$ cat src/rtl/spi_frame_receiver.sv
// Oversampled SPI byte receiver with a 0x55/0xAA header deframer.
// Five 32-bit measurement words update atomically once per complete 20-byte frame.
module spi_frame_receiver #(
   parameter int TIMEOUT_CYCLES = 1000000,
   parameter int ERR_CNT_W      = 16
) (
   input  logic                 sys_clk,
   input  logic                 rst,
   input  logic                 sck,
   input  logic                 miso,
   input  logic                 cs,
   output logic [7:0]           byte_data,
   output logic                 byte_valid,
   output logic [31:0]          freq0,
   output logic [31:0]          freq1,
   output logic [31:0]          phase_diff,
   output logic [31:0]          high_cnt,
   output logic [31:0]          low_cnt,
   output logic                 frame_valid,
   output logic                 frame_err,
   output logic [ERR_CNT_W-1:0] err_cnt
);

   localparam int TW = $clog2(TIMEOUT_CYCLES + 1);

   typedef enum logic [1:0] {HUNT0, HUNT1, PAYLOAD} state_t;

   state_t         state;
   logic [2:0]     sck_p;
   logic [2:0]     cs_p;
   logic [1:0]     miso_p;
   logic [7:0]     sr;
   logic [3:0]     bit_cnt;
   logic [4:0]     idx;
   logic [151:0]   stage;
   logic [TW-1:0]  tmo_cnt;

   logic           sck_rise;
   logic           cs_rise;
   logic           cs_fall;
   logic           byte_bad;
   logic           tmo_hit;
   logic           err_now;
   logic [159:0]   full_frame;

   // Index [1] is the synchronized value, [2] the history flop used for edge detection.
   always_comb begin
      sck_rise   = sck_p[1] & ~sck_p[2];
      cs_rise    = cs_p[1] & ~cs_p[2];
      cs_fall    = ~cs_p[1] & cs_p[2];
      byte_bad   = cs_rise && (bit_cnt != 4'd8);
      tmo_hit    = (state != HUNT0) && !byte_valid && (tmo_cnt == TW'(TIMEOUT_CYCLES - 1));
      err_now    = byte_bad | tmo_hit;
      full_frame = {stage, byte_data};
   end

   always_ff @(posedge sys_clk) begin
      if (rst) begin
         sck_p       <= 3'b000;
         cs_p        <= 3'b111;
         miso_p      <= 2'b00;
         sr          <= '0;
         bit_cnt     <= '0;
         idx         <= '0;
         stage       <= '0;
         tmo_cnt     <= '0;
         state       <= HUNT0;
         byte_data   <= '0;
         byte_valid  <= 1'b0;
         freq0       <= '0;
         freq1       <= '0;
         phase_diff  <= '0;
         high_cnt    <= '0;
         low_cnt     <= '0;
         frame_valid <= 1'b0;
         frame_err   <= 1'b0;
         err_cnt     <= '0;
      end else begin
         sck_p       <= {sck_p[1:0], sck};
         cs_p        <= {cs_p[1:0], cs};
         miso_p      <= {miso_p[0], miso};
         byte_valid  <= 1'b0;
         frame_valid <= 1'b0;
         frame_err   <= err_now;
         if (err_now && (err_cnt != {ERR_CNT_W{1'b1}}))
            err_cnt <= err_cnt + 1'b1;

         // cs_rise implies synced cs is high, so a coincident sck edge is dropped here.
         if (cs_fall) begin
            bit_cnt <= '0;
         end else if (cs_rise) begin
            bit_cnt <= '0;
            if (bit_cnt == 4'd8) begin
               byte_data  <= sr;
               byte_valid <= 1'b1;
            end
         end else if (sck_rise && !cs_p[1]) begin
            sr <= {sr[6:0], miso_p[1]};
            if (bit_cnt != 4'd9)
               bit_cnt <= bit_cnt + 1'b1;
         end

         if (err_now) begin
            state   <= HUNT0;
            tmo_cnt <= '0;
         end else if (byte_valid) begin
            tmo_cnt <= '0;
            case (state)
               HUNT0: if (byte_data == 8'h55) state <= HUNT1;
               HUNT1: begin
                  if (byte_data == 8'hAA) begin
                     state <= PAYLOAD;
                     idx   <= '0;
                  end else if (byte_data != 8'h55) begin
                     state <= HUNT0;
                  end
               end
               PAYLOAD: begin
                  stage <= {stage[143:0], byte_data};
                  idx   <= idx + 1'b1;
                  if (idx == 5'd19) begin
                     freq0       <= full_frame[159:128];
                     freq1       <= full_frame[127:96];
                     phase_diff  <= full_frame[95:64];
                     high_cnt    <= full_frame[63:32];
                     low_cnt     <= full_frame[31:0];
                     frame_valid <= 1'b1;
                     state       <= HUNT0;
                  end
               end
               default: state <= HUNT0;
            endcase
         end else if (state != HUNT0) begin
            tmo_cnt <= tmo_cnt + 1'b1;
         end else begin
            tmo_cnt <= '0;
         end
      end
   end

endmodule
$ cat config.mk
export PLATFORM = sky130hd
export DESIGN_NAME = spi_frame_receiver
export DESIGN_NICKNAME = d
export VERILOG_FILES = /design/src/rtl/spi_frame_receiver.sv
export SDC_FILE = /design/constraint.sdc
export NUM_CORES = 1
export LEC_CHECK = 0
export BUFFER_PORTS_ARGS = -buffer_cell sky130_fd_sc_hd__buf_2
export CORE_MARGIN = 2
export CORE_UTILIZATION = 55
export DETAILED_ROUTE_END_ITERATION = 10
export PLACE_DENSITY = 0.85
export SYNTH_ARGS = -nofsm -noshare
export SYNTH_HDL_FRONTEND = slang
export SYNTH_SLANG_ARGS = --single-unit
$ cat constraint.sdc
create_clock -name sys_clk -period 3.4 [get_ports sys_clk]
set_input_delay 0.51 -clock sys_clk [delete_from_list [all_inputs] [get_ports sys_clk]]
set_output_delay 0.51 -clock sys_clk [all_outputs]
set_load 0.05 [all_outputs]
==> results.txt, run 1 <==
----------------------------------------------------
[Clock network]
  Number of post-CTS setup repair buffers ... 0
  Number of buffers added to fix hold violations after cts ... 0
  Clock latency of the later-clocked register in the worst-skew pair ... between 0.5 and 0.6 ns
  Number of H-tree branching levels ... 2
  Number of buffers added by the clock tree synthesis step ... 39
  Post-cts repair resize count ... 0
  Cell at the root of the clock tree ... clkbuf_16
  Clock tree from TritonCTS ... yes
  Clock tree buffer depth ... 3
  Reg clk slew, reported paths ... approximately 0.060 ns
  Number of sinks handled by clock tree synthesis ... slightly below 400

[Status]
  Outcome ... completed

[Pwr]
  Switching Fraction ... between 20% and 30%
  Combinational power share ... roughly 1%
  Part of the total power dissipated in sequential elements ... approximately 51%
  Ratio of total power to cell area ... 547.6 nW/um2
  Clock share of power ... between 40% and 50%
  Worst vdd ir ... around 0.0004 V
  Sw Pwr ... ~1.8 mW
  Leakage Power ... about 5.9 nW
  Int Power ... around 7.0 mW

[Setup path]
  Endpoint of the worst-slack reg-to-reg timing path ... freq1[21]$_SDFFE_PP0P_
  Maximum cell stage delay along the critical path ... around 0.71 ns
  Buffer and inverter count on the worst path ... 1
  Kind of end point of the critical path ... flop
  Setup Crit Path Kind ... reg2reg
  Ordered list of cells on the worst path ... ha_1 -> nor4bb_1 -> and2_4 -> buf_4 -> nand2_1 -> a21oi_1
  Critical path peak fanout ... 36
  Slowest cell on the critical path ... nor4bb_1
  Cell family with most CP delay ... simple AND/OR/NAND/NOR gates
  Timing endpoint of the critical path ... freq1[21]$_SDFFE_PP0P_
  Data required, critical path ... around 3.8 ns
  Number of cells on the critical path ... 6
  Cells on worst reg2reg path ... 6
  R2r setup slk ... just under 0.7 ns
  Worst endpoint data arrival time ... 3.16 ns
  Kind of launch point of the worst setup path ... flop
  Reg2reg start ... idx[0]$_SDFFE_PP0P_
  CP startpoint ... idx[0]$_SDFFE_PP0P_

[Floorplan]
  Die Ht ... 162.3 um
  Std cell rows ... 57
  Initial Util ... 56.38%
  Die area ... 26360 um2
  X dimension of the die ... roughly 160 um
  Standard cell core area ... approximately 24000 um2
  I/O pin count ... 192

[STA]
  Final total negative setup slack ... 0 ns
  Fin crit period ... 2.721 ns
  Fmax ... 0.3675 GHz
  Worst setup slack after layout ... 0.6789 ns
  Period utilisation layout ... about 80%
  Max_slew headroom ... approximately a third
  RSZ-0062 raised after global routing ... false
  Slew Viols, Final ... 0
  Endpoints failing hold ... 0
  Final number of setup-violating endpoints ... 0
  Tightest Pin Transition ... between 1 and 1.5 ns
  Fin Clk Skew ... roughly 0.016 ns

[Final layout]
  Flip-flop and latch area ... approximately 7700 um2
  Layout area overhead ... 17.18%
  Final nets ... between 1500 and 2000
  Combined area of the multi-input logic cells ... approximately 5600 um2
  Final non-filler cell total ... ~2200
  Final design instance area without fill ... 16160 um2
  Fraction of final layout cells with drive strength greater than 1 ... between 10 and 15%
  Number of fillers in the final layout ... around 2000
  Antenna diode count ... 0

[Placed design]
  HPWL reported at the end of detailed placement ... just under 20000 um
  Number of port buffers ... about 190
  RD Place Congestion ... roughly 0.84
  Setup slack after placement ... 0.7357 ns
  Area post-placement ... about 15000 um2
  Placed Cells incl. Taps ... 2144

[Routing]
  DRT Wirelength ... 32240 um
  Via total after detailed routing ... 12052
  Final antenna-violating net count ... 0
  Number of search-and-repair iterations in the first detailed-routing pass ... 5
  Average wire per cell in the routed design ... 14.59 um
  Vias per Instance ... roughly 5.5
  Initial DRC Count ... 926
  Total DRC errors in the routed layout ... 0

[Global routing]
  Vias in the first global route ... ~11000
  Number of antenna violations at the first check in global routing ... 0
  Largest net degree at the start of global routing ... 160
  Global-route congestion overflow total ... 0
  First-pass GRT wire length ... approximately 53000 um
  All-Layer GR Usage ... 23.78%

[Yosys]
  Register bit count reported by yosys ... around 390
  Sequential area share after synthesis ... a little under three fifths
  Distinct cell type count of the synthesized netlist ... 44
  Cells after synthesis ... 1731
  Largest family of logic cells by synthesized area ... simple AND/OR/NAND/NOR gates
  Xor-xnor portion of the synthesized cell area ... around 1.3%
  Synthesized-area fraction occupied by and/or/nand/nor cells ... 24.01%
  Fraction of synthesized area in multiplexers ... less than 1%
  Area fraction in compound gates after synthesis ... a little over an eighth
  Average cell area after synthesis ... approximately 8 um2
  Cell area after synthesis ... approximately 14000 um2
  Number of nets produced by synthesis ... 1745
  Post-synthesis adder-cell area fraction ... 0.8165%
  Yosys Warn Count ... 0

[Job]
  Max-Cap Viols ... 0

[Min path]
  Hold crit path type ... in2reg

----------------------------------------------------
synthesized netlist by cell type, drive strengths merged:
cell / n / area [um2]
and3b: 1 / 8.760
o41ai: 1 / 8.760
o31ai: 6 / 45.04
nor4: 7 / 43.79
and4b: 1 / 10.01
a311oi: 3 / 26.28
nor2: 45 / 168.9
o21bai: 1 / 7.510
inv: 12 / 45.04
buf: 16 / 83.83
clkbuf: 100 / 375.4
nor3: 3 / 15.01
o21ai: 5 / 25.02
nand4b: 1 / 8.760
ha: 9 / 112.6
xnor2: 13 / 113.9
nor4bb: 6 / 60.06
nand3b: 2 / 15.01
o211a: 2 / 20.02
and4: 2 / 17.52
a41oi: 2 / 17.52
xor2: 8 / 70.07
nor2b: 8 / 50.05
nand2: 685 / 2571
or3: 6 / 37.54
nor4b: 1 / 8.760
or2: 3 / 18.77
mux2: 4 / 45.04
o2111ai: 1 / 8.760
mux2i: 2 / 20.02
o31a: 1 / 8.760
or4b: 1 / 10.01
nor3b: 1 / 7.510
a21oi: 342 / 1712
a211oi: 1 / 7.510
and2: 3 / 18.77
nand4: 7 / 43.79
nand3: 16 / 80.08
nand2b: 5 / 31.28
and3: 4 / 25.02
or4: 8 / 60.06
dfxtp: 386 / 7727
power groups by stage:
stage,sequential (mW),combinational (mW),clock (mW)
floorplan,4.63,0.0695,0
global placement,4.63,0.0890,0
detailed placement,4.63,0.0897,0
CTS,4.53,0.0901,4.29
global route,4.53,0.0997,4.46
finish,4.53,0.0911,4.23
worst min path at each step:
stage / from / end / slack (ns) / depth (start not counted)
after detailed placement: cs_p[0]$_SDFF_PP1_ / cs_p[1]$_SDFF_PP1_ / 0.41 / 1
after global routing: cs / cs_p[0]$_SDFF_PP1_ / 0.18 / 2
after global placement: cs_p[0]$_SDFF_PP1_ / cs_p[1]$_SDFF_PP1_ / 0.39 / 1
final: cs / cs_p[0]$_SDFF_PP1_ / 0.18 / 2
after floorplan: cs_p[0]$_SDFF_PP1_ / cs_p[1]$_SDFF_PP1_ / 0.39 / 1
after CTS: cs / cs_p[0]$_SDFF_PP1_ / 0.17 / 2
layer usage:
| layer | wire length (um) | global-route usage (%) | vias up | share of wire [%] |
|---|---|---|---|---|
| li1 | - | - | 5903 | - |
| met2 | 15710 | 39.94 | 389 | 49 |
| met5 | 0 | 0 | - | 0 |
| met1 | 13650 | 31.46 | 5698 | 42 |
| met4 | 708 | 6.959 | 0 | 2.2 |
| met3 | 2166 | 4.405 | 62 | 6.7 |
placed cells by master (no fill, tap or decap), types with 2 or more instances in the layout:
| cell | count |
|---|---|
| a21oi_1 | 342 |
| a311oi_1 | 3 |
| a41oi_1 | 2 |
| and2_1 | 2 |
| and3_1 | 4 |
| and4_1 | 2 |
| buf_12 | 5 |
| buf_2 | 190 |
| buf_4 | 9 |
| bufinv_16 | 3 |
| clkbuf_1 | 11 |
| clkbuf_16 | 40 |
| clkbuf_8 | 5 |
| clkinv_2 | 3 |
| dfxtp_1 | 386 |
| ha_1 | 9 |
| inv_1 | 12 |
| mux2_2 | 4 |
| mux2i_1 | 2 |
| nand2_1 | 684 |
| nand2b_1 | 5 |
| nand3_1 | 15 |
| nand3b_1 | 2 |
| nand4_1 | 7 |
| nor2_1 | 45 |
| nor2b_1 | 8 |
| nor3_1 | 3 |
| nor4_1 | 7 |
| nor4bb_1 | 6 |
| o21ai_0 | 5 |
| o31ai_1 | 6 |
| or2_2 | 3 |
| or3_1 | 6 |
| or4_1 | 8 |
| xnor2_1 | 13 |
| xor2_1 | 8 |
worst register-to-register path, stage by stage, from the launching register on:
cell      delay (ns)
dfxtp_1         0.40
ha_1            0.26
nor4bb_1        0.71
and2_4          0.57
buf_4           0.43
nand2_1         0.10
a21oi_1         0.17
cell families (layout without fill, tap and decap cells):
logic type / count (synthesis) / after routing
muxes: 6 / 6
xor gates and xnor gates: 21 / 21
and+or+nand+nor: 816 / 816
adders and majority gates: 9 / 9
DFF: 386 / 386
buffers and inverters: 128 / 283
AOI/OAI and AO/OA: 365 / 365
state kept, by name, summed over array words and instances, names as in the netlist, 16 cells and up:
| register | count |
|---|---|
| stage | 152 |
| freq0 | 32 |
| freq1 | 32 |
| high_cnt | 32 |
| low_cnt | 32 |
| phase_diff | 32 |
| tmo_cnt | 20 |
| err_cnt | 16 |
stage by stage:
stage / total power, mW / hold WS (ns) / util [%]
after floorplan: 4.701 / 0.3895 / -
after global placement: 4.718 / 0.3932 / 60.91
after detailed placement: 4.719 / 0.4093 / 60.91
after CTS: 8.907 / 0.1674 / 66.06
after global routing: 9.091 / 0.1777 / 66.06
final: 8.850 / 0.1824 / 66.06
area by class of cell:
| type | instances | share of cell area [%] |
|---|---|---|
| Sequential cell | 386 | 47.82 |
| Multi-Input combinational cell | 1217 | 34.59 |
| Timing Repair Buffer | 205 | 7.015 |
| Clock buffer | 56 | 6.875 |
| Tap cell | 324 | 2.509 |
| Clock inverter | 10 | 0.9213 |
| Inverter | 12 | 0.2787 |
Note: power is estimated with default switching activity, not from simulation.
==> run 2: changes to the inputs <==
==> constraint.sdc (replaced) <==
create_clock -name sys_clk -period 2.85 [get_ports sys_clk]
set_input_delay 0.4275 -clock sys_clk [delete_from_list [all_inputs] [get_ports sys_clk]]
set_output_delay 0.4275 -clock sys_clk [all_outputs]
set_load 0.05 [all_outputs]
==> results.txt, run 2 (same netlist as run 1, synthesis figures left out) <==
----------------------------------------------------
[Status]
  Outcome ... completed

[Routing]
  Initial DRC Count ... between 900 and 1000
  Total DRC errors in the routed layout ... 0
  Vias per Instance ... roughly 5.4
  Average wire per cell in the routed design ... around 14 um
  Via total after detailed routing ... approximately 12000
  Number of search-and-repair iterations in the first detailed-routing pass ... 5
  DRT Wirelength ... around 32000 um
  Final antenna-violating net count ... 0

[Pwr]
  Ratio of total power to cell area ... approximately 670 nW/um2
  Worst vdd ir ... 0.0005795 V
  Leakage Power ... ~5.9 nW

[Min path]
  WHS Endpoint ... cs_p[0]$_SDFF_PP1_
  Instance count along the most critical hold path ... 2
  Hold crit path type ... in2reg
  Worst Hold Launch ... cs

[Setup path]
  Kind of end point of the critical path ... flop
  Cells on worst reg2reg path ... 5
  Critical path peak fanout ... 31
  Data required, critical path ... ~3.3 ns
  Reg2reg start ... byte_valid$_SDFF_PP0_
  Endpoint of the worst-slack reg-to-reg timing path ... err_cnt[15]$_SDFFE_PP0P_
  Worst endpoint data arrival time ... about 3.0 ns
  Setup Crit Path Kind ... reg2reg
  R2r setup slk ... 0.25 ns
  Kind of launch point of the worst setup path ... flop

[STA]
  Max_slew headroom ... about a third
  RSZ-0062 raised after global routing ... false
  Tightest Pin Transition ... ~1 ns
  Period utilisation layout ... between 90% and 100%
  Endpoints failing hold ... 0
  Fin Clk Skew ... approximately 0.020 ns
  Final total negative setup slack ... 0 ns
  Fin crit period ... 2.602 ns
  Slew Viols, Final ... 0
  Hold Slack ... ~0.08 ns
  Final number of setup-violating endpoints ... 0
  Fmax ... between 0.3 and 0.4 GHz

[Global routing]
  All-Layer GR Usage ... a little under a quarter
  Vias in the first global route ... about 11000
  Global-route congestion overflow total ... 0
  Number of antenna violations at the first check in global routing ... 0
  First-pass GRT wire length ... around 52000 um
  Largest net degree at the start of global routing ... between 100 and 150

[Final layout]
  Max reg flops ... between 150 and 200
  Register with the highest flop count ... stage
  Commonest cells after routing, fill and taps aside ... nand2_1 (684), dfxtp_1 (386), a21oi_1 (342)
  Most common library cell in the layout ignoring fill and taps ... nand2_1
  Antenna diode count ... 0
  Layout area overhead ... 18.22%
  Number of fillers in the final layout ... 1964
  Fraction of final layout cells with drive strength greater than 1 ... 14.64%
  Final nets ... roughly 1900

[Floorplan]
  X dimension of the die ... 162.3 um
  Initial Util ... between 50% and 60%
  Die Ht ... about 160 um
  Std cell rows ... 57
  Standard cell core area ... 24460 um2
  Die area ... ~26000 um2
  I/O pin count ... ~190

[Clock network]
  Clock tree buffer depth ... 3
  Number of buffers added to fix hold violations after cts ... 0
  Number of post-CTS setup repair buffers ... 0
  Cell at the root of the clock tree ... clkbuf_16
  Post-cts repair resize count ... 0
  Number of sinks handled by clock tree synthesis ... 386
  Number of buffers added by the clock tree synthesis step ... 39
  Reg clk slew, reported paths ... 0.06 ns
  Clock latency of the later-clocked register in the worst-skew pair ... about 0.53 ns
  Clock tree from TritonCTS ... yes
  Number of H-tree branching levels ... 2

[Placed design]
  RD Place Congestion ... 0.8361
  HPWL reported at the end of detailed placement ... between 15000 and 20000 um
  Number of port buffers ... about 190

[Job]
  Max-Cap Viols ... 0

----------------------------------------------------
[run 2: cell types whose count changed in the layout (fill, tap and decap cells not counted), sizes merged]
cell	delta
buf	+2
clkbuf	-1
bufinv	+3
clkinvlp	+1
inv	-1
clkinv	+2
[run 2: final cells by class]
| class | instances | area, um2 | share of cell area (%) |
|---|---|---|---|
| Sequential cell | 386 | 7727 | 47.40 |
| Multi-Input combinational cell | 1217 | 5589 | 34.28 |
| Timing Repair Buffer | 207 | 1186 | 7.276 |
| Clock buffer | 55 | 1097 | 6.731 |
| Tap cell | 324 | 405.4 | 2.487 |
| Clock inverter | 15 | 252.7 | 1.550 |
| Inverter | 12 | 45.04 | 0.2763 |
[run 2: routing by layer]
metal	part of all wire [%]	global-route usage, %	vias up	wire [um]
li1	-	-	5910	-
met1	43	31.15	5697	13730
met2	49	39.23	349	15570
met3	6.2	4.329	67	1979
met4	2.4	8.166	0	780
met5	0	0	-	0
[run 2: per-stage QoR]
stage	util [%]	instance area, um2	total power, mW	std cells	setup WS [ns]
after floorplan	-	13790	5.608	1731	0.3793
after global placement	61.13	14950	5.630	2146	0.3506
after detailed placement	61.13	14950	5.630	2146	0.2734
after CTS	66.65	16300	10.92	2216	0.2459
after global routing	66.65	16300	11.15	2216	0.1052
final	66.65	16300	10.85	2216	0.2481
[run 2: worst max-delay path, stage by stage, from the launching register on]
cell and delay [ns]:
dfxtp_1 0.41, o21bai_1 0.22, or4_1 0.47, o31a_1 0.57, nor4_1 0.43, mux2_2 0.37
[run 2: power breakdown]
part,switching [mW],internal (mW)
clock,2.09,3.25
sequential,0.00275,5.40
combinational,0.0911,0.0175
[run 2: how the worst max path moves through the flow]
stage / startpoint / endpoint / slack, ns / cells past startpoint
after floorplan: byte_valid$_SDFF_PP0_ / err_cnt[10]$_SDFFE_PP0P_ / 0.38 / 7
after global routing: byte_valid$_SDFF_PP0_ / err_cnt[10]$_SDFFE_PP0P_ / 0.11 / 5
after global placement: byte_valid$_SDFF_PP0_ / err_cnt[10]$_SDFFE_PP0P_ / 0.35 / 5
final: byte_valid$_SDFF_PP0_ / err_cnt[15]$_SDFFE_PP0P_ / 0.25 / 5
after CTS: byte_valid$_SDFF_PP0_ / err_cnt[15]$_SDFFE_PP0P_ / 0.25 / 5
after detailed placement: byte_valid$_SDFF_PP0_ / err_cnt[15]$_SDFFE_PP0P_ / 0.27 / 5
==> run 3: changes to the inputs <==
--- a/config.mk
+++ b/config.mk
@@ -6,7 +6,6 @@
 export NUM_CORES = 1
 export LEC_CHECK = 0
 export BUFFER_PORTS_ARGS = -buffer_cell sky130_fd_sc_hd__buf_2
-export CORE_MARGIN = 2
 export CORE_UTILIZATION = 55
 export DETAILED_ROUTE_END_ITERATION = 10
 export PLACE_DENSITY = 0.85
==> constraint.sdc (replaced) <==
create_clock -name sys_clk -period 3 [get_ports sys_clk]
set_input_delay 0.45 -clock sys_clk [delete_from_list [all_inputs] [get_ports sys_clk]]
set_output_delay 0.45 -clock sys_clk [all_outputs]
set_load 0.05 [all_outputs]
==> results.txt, run 3 (same netlist as run 1, synthesis figures left out) <==
----------------------------------------------------
[Placed design]
  Number of port buffers ... 191
  RD Place Congestion ... slightly above 0.8
  Area post-placement ... 14970 um2
  HPWL reported at the end of detailed placement ... 19880 um
  Setup slack after placement ... roughly 0.28 ns

[STA]
  RSZ-0062 raised after global routing ... false
  Tightest Pin Transition ... 0.7480 ns
  Final number of setup-violating endpoints ... 0
  Endpoints failing hold ... 0
  Hold Slack ... 0.1276 ns
  Period utilisation layout ... a little over four fifths
  Final total negative setup slack ... 0 ns
  Fin Clk Skew ... about 0.022 ns
  Slew Viols, Final ... 0
  Fin crit period ... 2.547 ns
  Worst setup slack after layout ... 0.4534 ns
  Max_slew headroom ... about half
  Fmax ... about 0.4 GHz

[Setup path]
  Kind of launch point of the worst setup path ... flop
  Worst endpoint data arrival time ... a little under 3 ns
  Critical path peak fanout ... 31
  Setup Crit Path Kind ... reg2reg
  Kind of end point of the critical path ... flop
  Data required, critical path ... ~3.4 ns
  Maximum cell stage delay along the critical path ... 0.49 ns
  Ordered list of cells on the worst path ... o21bai_1 -> or4_1 -> o31a_2 -> nor4_1 -> mux2_2
  Slowest cell on the critical path ... o31a_2
  Cell family with most CP delay ... simple AND/OR/NAND/NOR gates
  Buffer and inverter count on the worst path ... 0

[Clock network]
  Clock tree from TritonCTS ... yes
  Number of buffers added to fix hold violations after cts ... 0
  Cell at the root of the clock tree ... clkbuf_16
  Number of buffers added by the clock tree synthesis step ... 39
  Number of H-tree branching levels ... 2
  Reg clk slew, reported paths ... around 0.060 ns
  Clock latency of the later-clocked register in the worst-skew pair ... between 0.5 and 0.6 ns
  Clock tree buffer depth ... 3
  Number of sinks handled by clock tree synthesis ... about 390

[Routing]
  Final antenna-violating net count ... 0
  Total DRC errors in the routed layout ... 0
  Vias per Instance ... 5.430
  Average wire per cell in the routed design ... around 15 um
  Number of search-and-repair iterations in the first detailed-routing pass ... 5
  Via total after detailed routing ... 12022
  DRT Wirelength ... about 32000 um
  Initial DRC Count ... roughly 860

[Final layout]
  Final design instance area without fill ... ~16000 um2
  Most common library cell in the layout ignoring fill and taps ... nand2_1
  Flip-flop and latch area ... just under 8000 um2
  Max reg flops ... 152
  Register with the highest flop count ... stage
  Utilization after layout ... 66.33%
  Combined area of the multi-input logic cells ... about 5600 um2
  Commonest cells after routing, fill and taps aside ... nand2_1 (684), dfxtp_1 (386), a21oi_1 (342)
  Layout area overhead ... 17.66%
  Antenna diode count ... 0
  Number of fillers in the final layout ... ~2000
  Fraction of final layout cells with drive strength greater than 1 ... between 10% and 20%
  Final nets ... 1878

[Pwr]
  Leakage Power ... just under 6 nW
  Part of the total power dissipated in sequential elements ... a little over 50%
  Switching Fraction ... 20.26%
  Sw Pwr ... approximately 2 mW
  Worst vdd ir ... between 0.0004 and 0.0005 V
  Combinational power share ... under 10%
  Ratio of total power to cell area ... 614.7 nW/um2
  Int Power ... between 7 and 8 mW
  Clock share of power ... 47.5%

[Floorplan]
  Initial Util ... approximately 56%
  X dimension of the die ... 160.3 um
  Standard cell core area ... 24460 um2
  Std cell rows ... 57
  I/O pin count ... ~190
  Die area ... 25710 um2
  Die Ht ... ~160 um

[Global routing]
  Vias in the first global route ... 11013
  Number of antenna violations at the first check in global routing ... 0
  First-pass GRT wire length ... ~53000 um
  Largest net degree at the start of global routing ... roughly 160
  All-Layer GR Usage ... between 20% and 30%
  Global-route congestion overflow total ... 0

[Job]
  Max-Cap Viols ... 0

[Min path]
  Hold crit path type ... in2reg

[Status]
  Outcome ... completed

----------------------------------------------------
run 3: changes by cell type in the layout (fill, tap and decap cells not counted), sizes merged:
| cell | change |
|---|---|
| bufinv | -3 |
| clkinvlp | -1 |
| clkbuf | -2 |
| buf | +1 |
| clkinv | +3 |
run 3: worst paths after layout:
path,endpoint,cells past startpoint,startpoint,slack (ns)
setup reg to reg,err_cnt[15]$_SDFFE_PP0P_,5,byte_valid$_SDFF_PP0_,0.45
hold reg to reg,cs_p[1]$_SDFF_PP1_,1,cs_p[0]$_SDFF_PP1_,0.43
setup / recovery,err_cnt[15]$_SDFFE_PP0P_,5,byte_valid$_SDFF_PP0_,0.45
hold / removal,cs_p[0]$_SDFF_PP1_,2,cs,0.13
run 3: metal layers:
layer / GRT usage (%) / wire length, um / up-vias
li1: - / - / 5911
met3: 4.055 / 1754 / 63
met1: 31.33 / 13770 / 5698
met4: 8.398 / 866 / 0
met5: 0 / 0 / -
met2: 41.60 / 15840 / 350
run 3: through the flow:
| stage | power (mW) | std cells |
|---|---|---|
| after global placement | 5.348 | 2147 |
| after detailed placement | 5.348 | 2147 |
| after floorplan | 5.327 | 1731 |
| after global routing | 10.24 | 2214 |
| after CTS | 10.05 | 2214 |
| final | 9.974 | 2214 |
run 3: repair_timing:
item,CTS,global route
gates resized for setup,0,1
endpoints found under the setup margin,0,5
buffers inserted,0,0
run 3: power groups by stage:
stage	Combinational (mW)	Clock [mW]	Sequential, mW
floorplan	0.0787	0	5.25
detailed placement	0.102	0	5.25
global route	0.112	5.00	5.13
global placement	0.101	0	5.25
CTS	0.102	4.81	5.13
finish	0.102	4.74	5.13
run 3: cell type report:
cell class | count | share of cell area [%]
multi-input cells | 1217 | 34.45
clock buffers | 53 | 6.716
flip-flops and latches | 386 | 47.62
repair buffers | 208 | 7.433
well taps | 324 | 2.498
clock inverters | 14 | 1.002
inverters | 12 | 0.2776
